===== src/rtl/rdata_chan_mngr.sv =====
`default_nettype none
// ============================================================================
// Module   : rdata_chan_mngr
// Brief    : Manager-side AXI R channel; packs a 4-beat 32-bit read burst into
//            one 128-bit line held until acknowledged, flagging length errors.
//            Optional macro RDATA_M_IDCHK_EN adds a per-beat rid vs exp_id check.
// Revision : 1.0 - initial release
// ============================================================================
module rdata_chan_mngr #(
    parameter int BEATS = 4,
    parameter int IDW   = 4
) (
    input  logic             clk,
    input  logic             rst,
    input  logic             rvalid,
    output logic             rready,
    input  logic [IDW-1:0]   rid,
    input  logic [31:0]      rdata,
    input  logic             rlast,
    output logic             rdata_m_valid,
    output logic [IDW-1:0]   rdata_m_id,
    output logic [127:0]     rdata_m_data,
    output logic             rdata_m_err,
    input  logic             rdata_m_ack,
    input  logic [IDW-1:0]   exp_id
);

    typedef enum logic [1:0] {
        RDAT_MRECV = 2'd0,
        RDAT_MHOLD = 2'd1,
        RDAT_MDEFO = 2'd2
    } state_t;

    localparam logic [1:0] c_LAST_BEAT = 2'(BEATS - 1);

    state_t         r_state;
    logic [1:0]     r_cntr;
    logic [127:0]   r_data;
    logic [IDW-1:0] r_id;
    logic           r_err;

    logic w_accept;
    logic w_last_lane;
    logic w_done;
    logic w_len_err;
    logic w_burst_id_err;

    assign rready        = (r_state != RDAT_MHOLD);
    assign rdata_m_valid = (r_state == RDAT_MHOLD);
    assign rdata_m_data  = r_data;
    assign rdata_m_id    = r_id;
    assign rdata_m_err   = r_err;

    assign w_accept    = rvalid & rready;
    assign w_last_lane = (r_cntr == c_LAST_BEAT);
    assign w_done      = rlast | w_last_lane;
    // rlast early (short) or missing on the last lane (long) are both errors
    assign w_len_err   = rlast ^ w_last_lane;

`ifdef RDATA_M_IDCHK_EN
    logic r_id_err;
    logic w_id_mis;

    assign w_id_mis       = (rid != exp_id);
    assign w_burst_id_err = (r_cntr == 2'd0) ? w_id_mis : (r_id_err | w_id_mis);

    always_ff @(posedge clk) begin
        if (rst) begin
            r_id_err <= 1'b0;
        end else if ((r_state == RDAT_MRECV) && w_accept) begin
            r_id_err <= w_burst_id_err;
        end
    end
`else
    logic w_unused_exp_id;

    assign w_unused_exp_id = ^exp_id;
    assign w_burst_id_err  = 1'b0;
`endif

    always_ff @(posedge clk) begin
        if (rst) begin
            r_state <= RDAT_MRECV;
            r_cntr  <= 2'd0;
            r_data  <= 128'd0;
            r_id    <= '0;
            r_err   <= 1'b0;
        end else begin
            case (r_state)
                RDAT_MRECV: begin
                    if (w_accept) begin
                        // beat 0 wipes the stale upper lanes so short bursts read as zero
                        case (r_cntr)
                            2'd0: begin
                                r_data <= {96'd0, rdata};
                                r_id   <= rid;
                            end
                            2'd1:    r_data[63:32]  <= rdata;
                            2'd2:    r_data[95:64]  <= rdata;
                            default: r_data[127:96] <= rdata;
                        endcase
                        if (w_done) begin
                            r_state <= RDAT_MHOLD;
                            r_cntr  <= 2'd0;
                            r_err   <= w_len_err | w_burst_id_err;
                        end else begin
                            r_cntr  <= r_cntr + 2'd1;
                        end
                    end
                end
                RDAT_MHOLD: begin
                    if (rdata_m_ack) begin
                        r_state <= RDAT_MRECV;
                    end
                end
                default: begin
                    r_state <= RDAT_MRECV;
                    r_cntr  <= 2'd0;
                end
            endcase
        end
    end

endmodule
`default_nettype wire


===== config.mk =====
export PLATFORM = sky130hd
export DESIGN_NAME = rdata_chan_mngr
export DESIGN_NICKNAME = d
export VERILOG_FILES = /design/src/rtl/rdata_chan_mngr.sv
export SDC_FILE = /design/constraint.sdc
export NUM_CORES = 1
export LEC_CHECK = 0
export ABC_AREA = 1
export CAP_MARGIN = 40
export CORE_MARGIN = 2
export CORE_UTILIZATION = 46
export DETAILED_ROUTE_END_ITERATION = 16
export PLACE_DENSITY = 0.77
export RECOVER_POWER = 100
export SLEW_MARGIN = 30
export SYNTH_ARGS = -nofsm -noshare
export SYNTH_HDL_FRONTEND = slang
export SYNTH_SLANG_ARGS = --single-unit

===== constraint.sdc =====
create_clock -name clk -period 1.8 [get_ports clk]
set_clock_uncertainty 0.2 [all_clocks]
set_input_delay 0.36 -clock clk [delete_from_list [all_inputs] [get_ports clk]]
set_output_delay 0.36 -clock clk [all_outputs]
set_load 0.01 [all_outputs]

==> run metrics, run 1 <==
DR iter-0 viols=452; Async S/R FF share, synth=0%; I/O Pins=180; Die H=112 µm; Post-Syn Nets=803; Worst-path clk slew=0.06 ns; Cell Area, Synth=5390 µm²; post-route setup slack=0.110 ns; DIE WIDTH=112 µm; Yosys Warn Count=0; Max-slew headroom=75.1%; worst r2r src=r_cntr[0]; Hold Buf Count CTS=0; grt total ovfl=0; Final Cell Area=7760 µm²; Util after Layout=68.0%; Setup crit end kind=output pin; Hold Crit Depth=2; crit start category=register; synthesized instance count=753; number of antenna diodes=0; critical path class=reg2out; initial antenna violation count=0; Cell Pwr Density=1000 nW/µm²; Clock Sinks=136; wire per inst=14.7 µm; number of global-route vias before repair=5,144; GRT Total Usage=24.9%; Avg Cell Area, Syn=7.16 µm²; post-synth top area share=50.5%; DR vias=5,426; clk buf depth=2; WP data arrival=1.13 ns; # fillers=975; P_leak=3.80 nW; area of the multi-input gates=2130 µm²; worst reg-to-reg path cell count=8; share of cells above drive strength 1=6.98%; Max VDD drop=0.647 mV; DRC=0; ranking of synthesized cells by area=dfxtp_1 (51%), nand2_1 (12%), a21oi_1 (9.6%); DRT Pass-1 Iters=5; CTS root buffer=clkbuf_16; Final Hold Viols=0; largest net degree at the start of global routing=44; setup bufs post-CTS=0; Clock Latency Late Sink=0.41 ns; initial core utilization=47.2%; Std-Cell Core Area=11,400 µm²; placed cells=1,042; Hold WS=0.0983 ns; reg2reg setup slack=0.12 ns; HPWL Detailed=11.0 mm; #FFs+latches synth=136; unique cell type count in the Yosys netlist=13; H-tree depth=4; predominant post-synthesis flop cell=dfxtp_1; first-pass GRT wire length=25.3 mm; Via density=5.05; Die Footprint=12,600 µm²; fin crit share=93.9%; final setup fails=0; largest area contributor in the netlist=dfxtp_1; CP required=1.24 ns; CTS buffer count=17; Post-DRT Antenna Nets=0; final slew viol count=0; Non-Filler Instances=1,074; Crit Path Max Fanout=4; reg2reg end=rdata_m_data[35]; hold path startpoint=rst; Worst Tran Pin Value=0.373 ns; CTS tree=done; sequential area share after synthesis=50.5%; Final Critical Period=1.69 ns; Site Rows=39; status=finished, final reports clean; most instantiated cells after synthesis=nand2_1 (174), dfxtp_1 (136), a21oi_1 (103), nand3_1 (101), nor2_1 (97); Hold WC Path Type=in2reg; final WL=15.8 mm; Seq. cell area=2720 µm²; Max Cap Violations=0; Worst Hold End=rdata_m_data[80]; EDFF count, synth=0; count leader, synth=nand2_1; Port Buf Inserts=175; GPL Wtd Cong=0.797; Syn-to-layout area delta=44.0%; Cell Area, Placed=7370 µm²; RSZ-0062 raised after global routing=false; Nets=968; Max Freq=0.592 GHz; dpl ws=-0.148 ns
## registers in the layout (all words and copies together) (netlist names)
name,flops
r_cntr,2
rdata_m_data,128
rdata_m_id,4
rdata_m_err,1
r_state,1
## timing repair
action | CTS | global route
cloned | 0 | 0
resized for setup | 136 | 3
hold endpoints to repair | 0 | 0
setup endpoints to repair | 135 | 8
## through the flow
stage / power, mW / TNS (ns)
floorplan: 4.04 / 0
global placement: 4.72 / -7.15
detailed placement: 4.76 / -11.25
CTS: 7.86 / 0
global route: 8.14 / 0
finish: 7.80 / 0
## critical path: stages (launching register included)
cell	delay (ns)
dfxtp_2	0.38
inv_1	0.06
dlygate4sd2_1	0.28
## cells by family after synthesis
logic type	after synthesis	share of synthesized area [%]
compound gates	105	9.75
fa+ha+maj	5	1.16
buf+inv	133	10.0
flops	136	50.5
simple gates	374	28.6
## report_power, final
group | internal, mW | switching, mW
Clock | 1.90 | 1.32
Combinational | 0.529 | 0.769
Sequential | 3.19 | 0.0949
## placed cells by master (no fill, tap or decap), drive strengths merged
cell,count
nand2,174
dfxtp,136
dlygate4sd2,135
a21oi,103
nand3,101
nor2,98
inv,78
clkdlybuf4s50,39
buf,26
clkbuf,21
clkinv,9
ha,5
o21ai,2
clkinvlp,2
or2,1
bufinv,1
## layout make-up
cell class,count,area share [%]
clock buffer,18,5.53
clock inverter,14,1.63
inverter,76,3.67
multi-input combinational,484,27.5
sequential,136,35.1
tap,143,2.30
timing repair buffer,203,24.3
## worst max-delay path by stage
stage | from | end
2_1_floorplan | r_cntr[0] | rdata_m_data[103]
3_3_place_gp | rvalid | rdata_m_data[104]
3_5_place_dp | rvalid | rdata_m_data[35]
4_1_cts | r_state[0] | rready
5_1_grt | r_cntr[0] | rdata_m_data[109]
6_report | r_state[0] | rready
## metal layers
metal / wire [µm] / up-vias / track usage, %
met5: 0 / - / 0
met4: 280 / 0 / 8.46
met3: 1150 / 24 / 7.88
met2: 7910 / 190 / 42.8
met1: 6480 / 2520 / 29.5
li1: - / 2692 / -
No activity file was read; power rests on OpenSTA's default activity.
==> inputs of run 2 (changes only) <==
--- a/config.mk
+++ b/config.mk
@@ -11,4 +11,5 @@
 export CORE_UTILIZATION = 46
 export DETAILED_ROUTE_END_ITERATION = 16
+export HOLD_SLACK_MARGIN = 0.08
 export PLACE_DENSITY = 0.77
 export RECOVER_POWER = 100
==> constraint.sdc (replaced) <==
create_clock -name clk -period 1.8 [get_ports clk]
set_clock_uncertainty 0.2 [all_clocks]
set_input_delay 0.36 -clock clk [delete_from_list [all_inputs] [get_ports clk]]
set_output_delay 0.36 -clock clk [all_outputs]
set_load 0.005 [all_outputs]
==> run 2 against run 1 <==
Compared with the run above:
- cell area grew 0.23%
- worst hold slack lost 0.0023 ns
- critical path depth grew 6
- critical endpoint is now rdata_m_data[35]
==> run metrics, run 2 (synthesized netlist as in run 1, its figures left out) <==
area of the multi-input gates=2130 µm² (unchanged); crit-path cells=inv_1, ha_2, inv_1, nand2_1, nand2_1, buf_6, nand2_1, a21oi_1; Worst Hold End=rdata_m_data[83]; Non-Filler Instances=1,074 (unchanged); initial core utilization=47.2% (unchanged); number of antenna diodes=0 (unchanged); Worst Tran Pin Value=0.362 ns (-0.0114 ns); Largest register FFs=128 (unchanged); DIE WIDTH=112 µm (unchanged); Final Critical Period=1.69 ns (+0.00334 ns); Final Hold Viols=0 (unchanged); DR iter-0 viols=408 (-9.7%); CTS buffer count=17 (unchanged); Port Buf Inserts=175 (unchanged); Die Footprint=12,600 µm² (unchanged); top layer in use=met4; Via density=5.09 (+0.66%); GPL Wtd Cong=0.797 (unchanged); DR vias=5,462 (+0.66%); Setup crit end kind=register; worst reg-to-reg path cell count=8 (unchanged); grt total ovfl=0 (unchanged); PnR Total Power=7.76 mW (-0.59%); critical path's top delay family=flip-flops; CTS root buffer=clkbuf_16; largest net degree at the start of global routing=44 (unchanged); CTS tree=done; dpl ws=-0.148 ns (unchanged); most frequent cells in the layout=nand2_1 (173), dlygate4sd2_1 (135), dfxtp_1 (123); Hold Buf Count CTS=0 (unchanged); Seq. cell area=2740 µm² (+0.64%); Post-DRT Antenna Nets=0 (unchanged); setup bufs post-CTS=0 (unchanged); Max Freq=0.590 GHz (-0.20%); commonest non-fill, non-tap cell in the layout=nand2_1; Worst-path clk slew=0.06 ns (about the same); Clock Sinks=136 (unchanged); Nets=968 (unchanged); Hold WS=0.0959 ns (-0.00233 ns); HPWL Detailed=11.0 mm (unchanged); crit start category=register; hold path startpoint=rst; switching share of power=27.5% (-0.46 points); reg2reg setup slack=0.11 ns (about the same); Std-Cell Core Area=11,400 µm² (unchanged); critical path class=reg2reg; final slew viol count=0 (unchanged); post-route setup slack=0.106 ns (-0.00334 ns); Met3 Routed Length=1.22 mm (+6.0%); Crit path top cell by count=nand2_1; Hold WC Path Type=in2reg; combinational power share=15.9% (-0.7 points); clk buf depth=2 (unchanged); # fillers=979 (+0.41%); worst r2r src=r_cntr[0]; WP data arrival=1.82 ns (+0.69 ns); Max VDD drop=0.647 mV (about the same); reg2reg end=rdata_m_data[35]; final setup fails=0 (unchanged); Cell Area, Placed=7370 µm² (unchanged); RSZ-0062 raised after global routing=true; Syn-to-layout area delta=44.4%; Max Cap Violations=0 (unchanged); Crit Path Max Fanout=15 (+11); Die H=112 µm (unchanged); wire per inst=14.8 µm (+0.43%); I/O Pins=180 (unchanged); Critical Path Max Stage Delay=0.37 ns (about the same); fin crit share=94.1% (+0.19 points); Buf/Inv on CP=3 (+1); net switching power figure=2.13 mW (-2.2%); Final Cell Area=7780 µm² (+0.23%); CP required=1.93 ns (+0.69 ns); placed cells=1,042 (unchanged); number of global-route vias before repair=5,163 (+0.37%); Hold Crit Depth=2 (unchanged); H-tree depth=4 (unchanged); Flop pwr share=42.4% (+0.3 points); Cell Pwr Density=997 nW/µm² (-0.81%); Util after Layout=68.1% (+0.15 points); P_leak=3.80 nW (+0.14%); first-pass GRT wire length=25.4 mm (+0.36%); status=finished, final reports clean; DRC=0 (unchanged); share of cells above drive strength 1=8.27% (+1.3 points); GRT Total Usage=25.0% (+0.089 points); M1 wire length=6.50 mm (+0.34%); Site Rows=39 (unchanged); metal2 WL=7.88 mm (-0.46%); initial antenna violation count=0 (unchanged); Max-slew headroom=75.9% (+0.76 points); Clock Latency Late Sink=0.42 ns (about the same); slowest cell on the critical path=dfxtp_1; Clock power frac=41.7% (+0.4 points); internal power=5.62 mW (about the same); DRT Pass-1 Iters=6 (+1); setup TNS=0 ns (unchanged); final WL=15.9 mm (+0.43%)
[run 2: cell types whose count changed in the layout (fill, tap and decap cells not counted)]
cell,previous run,this run
dfxtp_1,135,123
dfxtp_2,1,12
buf_4,16,18
clkbuf_4,2,0
dfxtp_4,0,1
[run 2: worst max-delay path by stage]
stage	from	end	cells past startpoint
2_1_floorplan	r_cntr[0]	rdata_m_data[103]	9
3_3_place_gp	rvalid	rdata_m_data[104]	8
3_5_place_dp	rvalid	rdata_m_data[35]	8
4_1_cts	r_cntr[0]	rdata_m_data[35]	8
5_1_grt	r_cntr[0]	rdata_m_data[35]	8
6_report	r_cntr[0]	rdata_m_data[35]	8
[run 2: layout make-up]
cell class	instances	share of cell area, %
Clock buffer	18	5.52
Sequential cell	136	35.2
Tap cell	143	2.30
Inverter	76	3.67
Timing Repair Buffer	203	24.2
Clock inverter	14	1.62
Multi-Input combinational cell	484	27.4
[run 2: worst reg2reg max path: cells and delay by family, from the launching register on]
kind / cells / cell delay (ns)
AO/OA/AOI/OAI: 1 / 0.16
AND/OR/NAND/NOR: 3 / 0.29
adder cells (fa/ha/maj): 1 / 0.22
buffers and inverters: 3 / 0.36
flip-flops: 1 / 0.37
[run 2: per-layer routing]
metal	vias up	track usage (%)
li1	2690	-
met3	27	7.88
met4	0	8.46
met1	2528	29.6
met2	217	43.1
met5	-	0
[run 2: timing repair]
action                                  4_1_cts  5_1_grt
endpoints found under the hold margin         0        0
gates resized for setup                     159        3
endpoints found under the setup margin      135        8
gates cloned                                  0        0
[run 2: power groups by stage]
stage,Clock [mW],Combinational [mW],Sequential (mW)
final,3.23,1.23,3.29
after detailed placement,0,1.34,3.35
after global placement,0,1.31,3.34
after floorplan,0,0.626,3.35
after CTS,3.28,1.23,3.29
after global routing,3.40,1.37,3.31
==> inputs of run 3 (changes only) <==
==> constraint.sdc (replaced) <==
create_clock -name clk -period 1.8 [get_ports clk]
set_clock_uncertainty 0.2 [all_clocks]
set_input_delay 0.36 -clock clk [delete_from_list [all_inputs] [get_ports clk]]
set_output_delay 0.36 -clock clk [all_outputs]
set_load 0.01 [all_outputs]
==> results of run 3 <==
No change in the layout: final DEF, timing and power equal those of run 1.
==> variant, RTL diff (config.mk and constraints of run 3) <==
Encoding of `state_t`: now one-hot (3 bits for 3 states).
--- a/src/rtl/rdata_chan_mngr.sv
+++ b/src/rtl/rdata_chan_mngr.sv
@@ -26,8 +26,8 @@
 );
 
-    typedef enum logic [1:0] {
-        RDAT_MRECV = 2'd0,
-        RDAT_MHOLD = 2'd1,
-        RDAT_MDEFO = 2'd2
+    typedef enum logic [2:0] {
+        RDAT_MRECV = 3'b001,
+        RDAT_MHOLD = 3'b010,
+        RDAT_MDEFO = 3'b100
     } state_t;
 
Function: same outputs for any inputs over 4 cycles, from zero or initial values and one cycle with rst high; so few cycles prove little.
==> variant against run 3 <==
Final cell count shrank 8.4%. Setup slack worse by 68 ps. Non-clock buffer count increased by 4. Area after synthesis decreased by 2.4%. Sequential cell count rose by 1. Power up 5.4%. Routed wire length up 12%. Final area rose by 0.42%. Critical path depth up 2. Critical endpoint is now rdata_m_valid. Largest power group is now the clock network. Highest routed layer unchanged.
==> variant: results (changes against run 3) <==
| Metric | Value |
|---|---|
| Synth unique cells | 19 (+6) |
| Crit-path leading delay family | buffers and inverters |
| GPL Wtd Cong | 0.8238 (+3.3%) |
| Largest net degree at the start of global routing | 69 (+57%) |
| Global-route wire length before repair | 27.06 mm (+7.0%) |
| Compound-cell area share of the yosys netlist | 12.94% (+3.2 points) |
| Routed vias/inst | 5.571 (+10%) |
| Top cells by count, synth | 165 x nand3_1, 137 x dfxtp_1, 106 x nand2_1, 101 x a21oi_1, 39 x clkbuf_1 |
| Worst Setup SP | r_state[0] |
| R2R Setup Slk | 80 ps (-40 ps) |
| TritonRoute pass-1 iters | 6 (+1) |
| Layout Utilization | 69.16% (+1.2 points) |
| Gr usage total | 27.25% (+2.3 points) |
| Combinational power share | 14.3% (-2.3 points) |
| Non-Filler Instances | 984 (-8.4%) |
| Detail Route met2 WL | 8.762 mm (+11%) |
| Share of synthesized cell area in full adder, half adder and majority cells | 1.189% (+0.028 points) |
| Synth area leaders | dfxtp_1 52%, nand3_1 16%, a21oi_1 9.6% |
| Syn Inst Count | 667 (-11%) |
| Placed inst area | 7166 µm² (-2.7%) |
| Vias in the first global route | 5,146 (+0.039%) |
| Outcome | finished clean |
| Share of layout cells above drive strength 1 | 8.799% (+1.8 points) |
| Sw power | 2.060 mW (-5.5%) |
| Maximum vdd ir drop | 0.7250 mV (+12%) |
| Fill count | 909 (-6.8%) |
| Post-Syn Nets | 717 (-11%) |
## variant: cell count changes after synthesis, moves of 2 or more
cell / run 3 / this run
a21oi_1: 103 / 101
buf_2: 29 / 12
buf_6: 0 / 9
clkbuf_1: 27 / 39
clkbuf_2: 0 / 3
inv_1: 76 / 10
nand2_1: 174 / 106
nand3_1: 101 / 165
nand4_1: 0 / 3
nor2_1: 97 / 37
o21ai_0: 2 / 30
o21ai_1: 0 / 5
## variant: cell type report
type / count / share of cell area, %
Clock buffer: 19 / 5.681
Clock inverter: 12 / 2.552
Inverter: 11 / 0.5296
Multi-Input combinational cell: 455 / 27.97
Sequential cell: 137 / 35.21
Tap cell: 143 / 2.295
Timing Repair Buffer: 207 / 25.76
## variant: what timing repair did
action | 4_1_cts | 5_1_grt
cloned | 1 | 4
setup endpoints to repair | 190 | 108
gates resized for setup | 136 | 12
buffers inserted | 2 | 0
pin swaps | 1 | 1
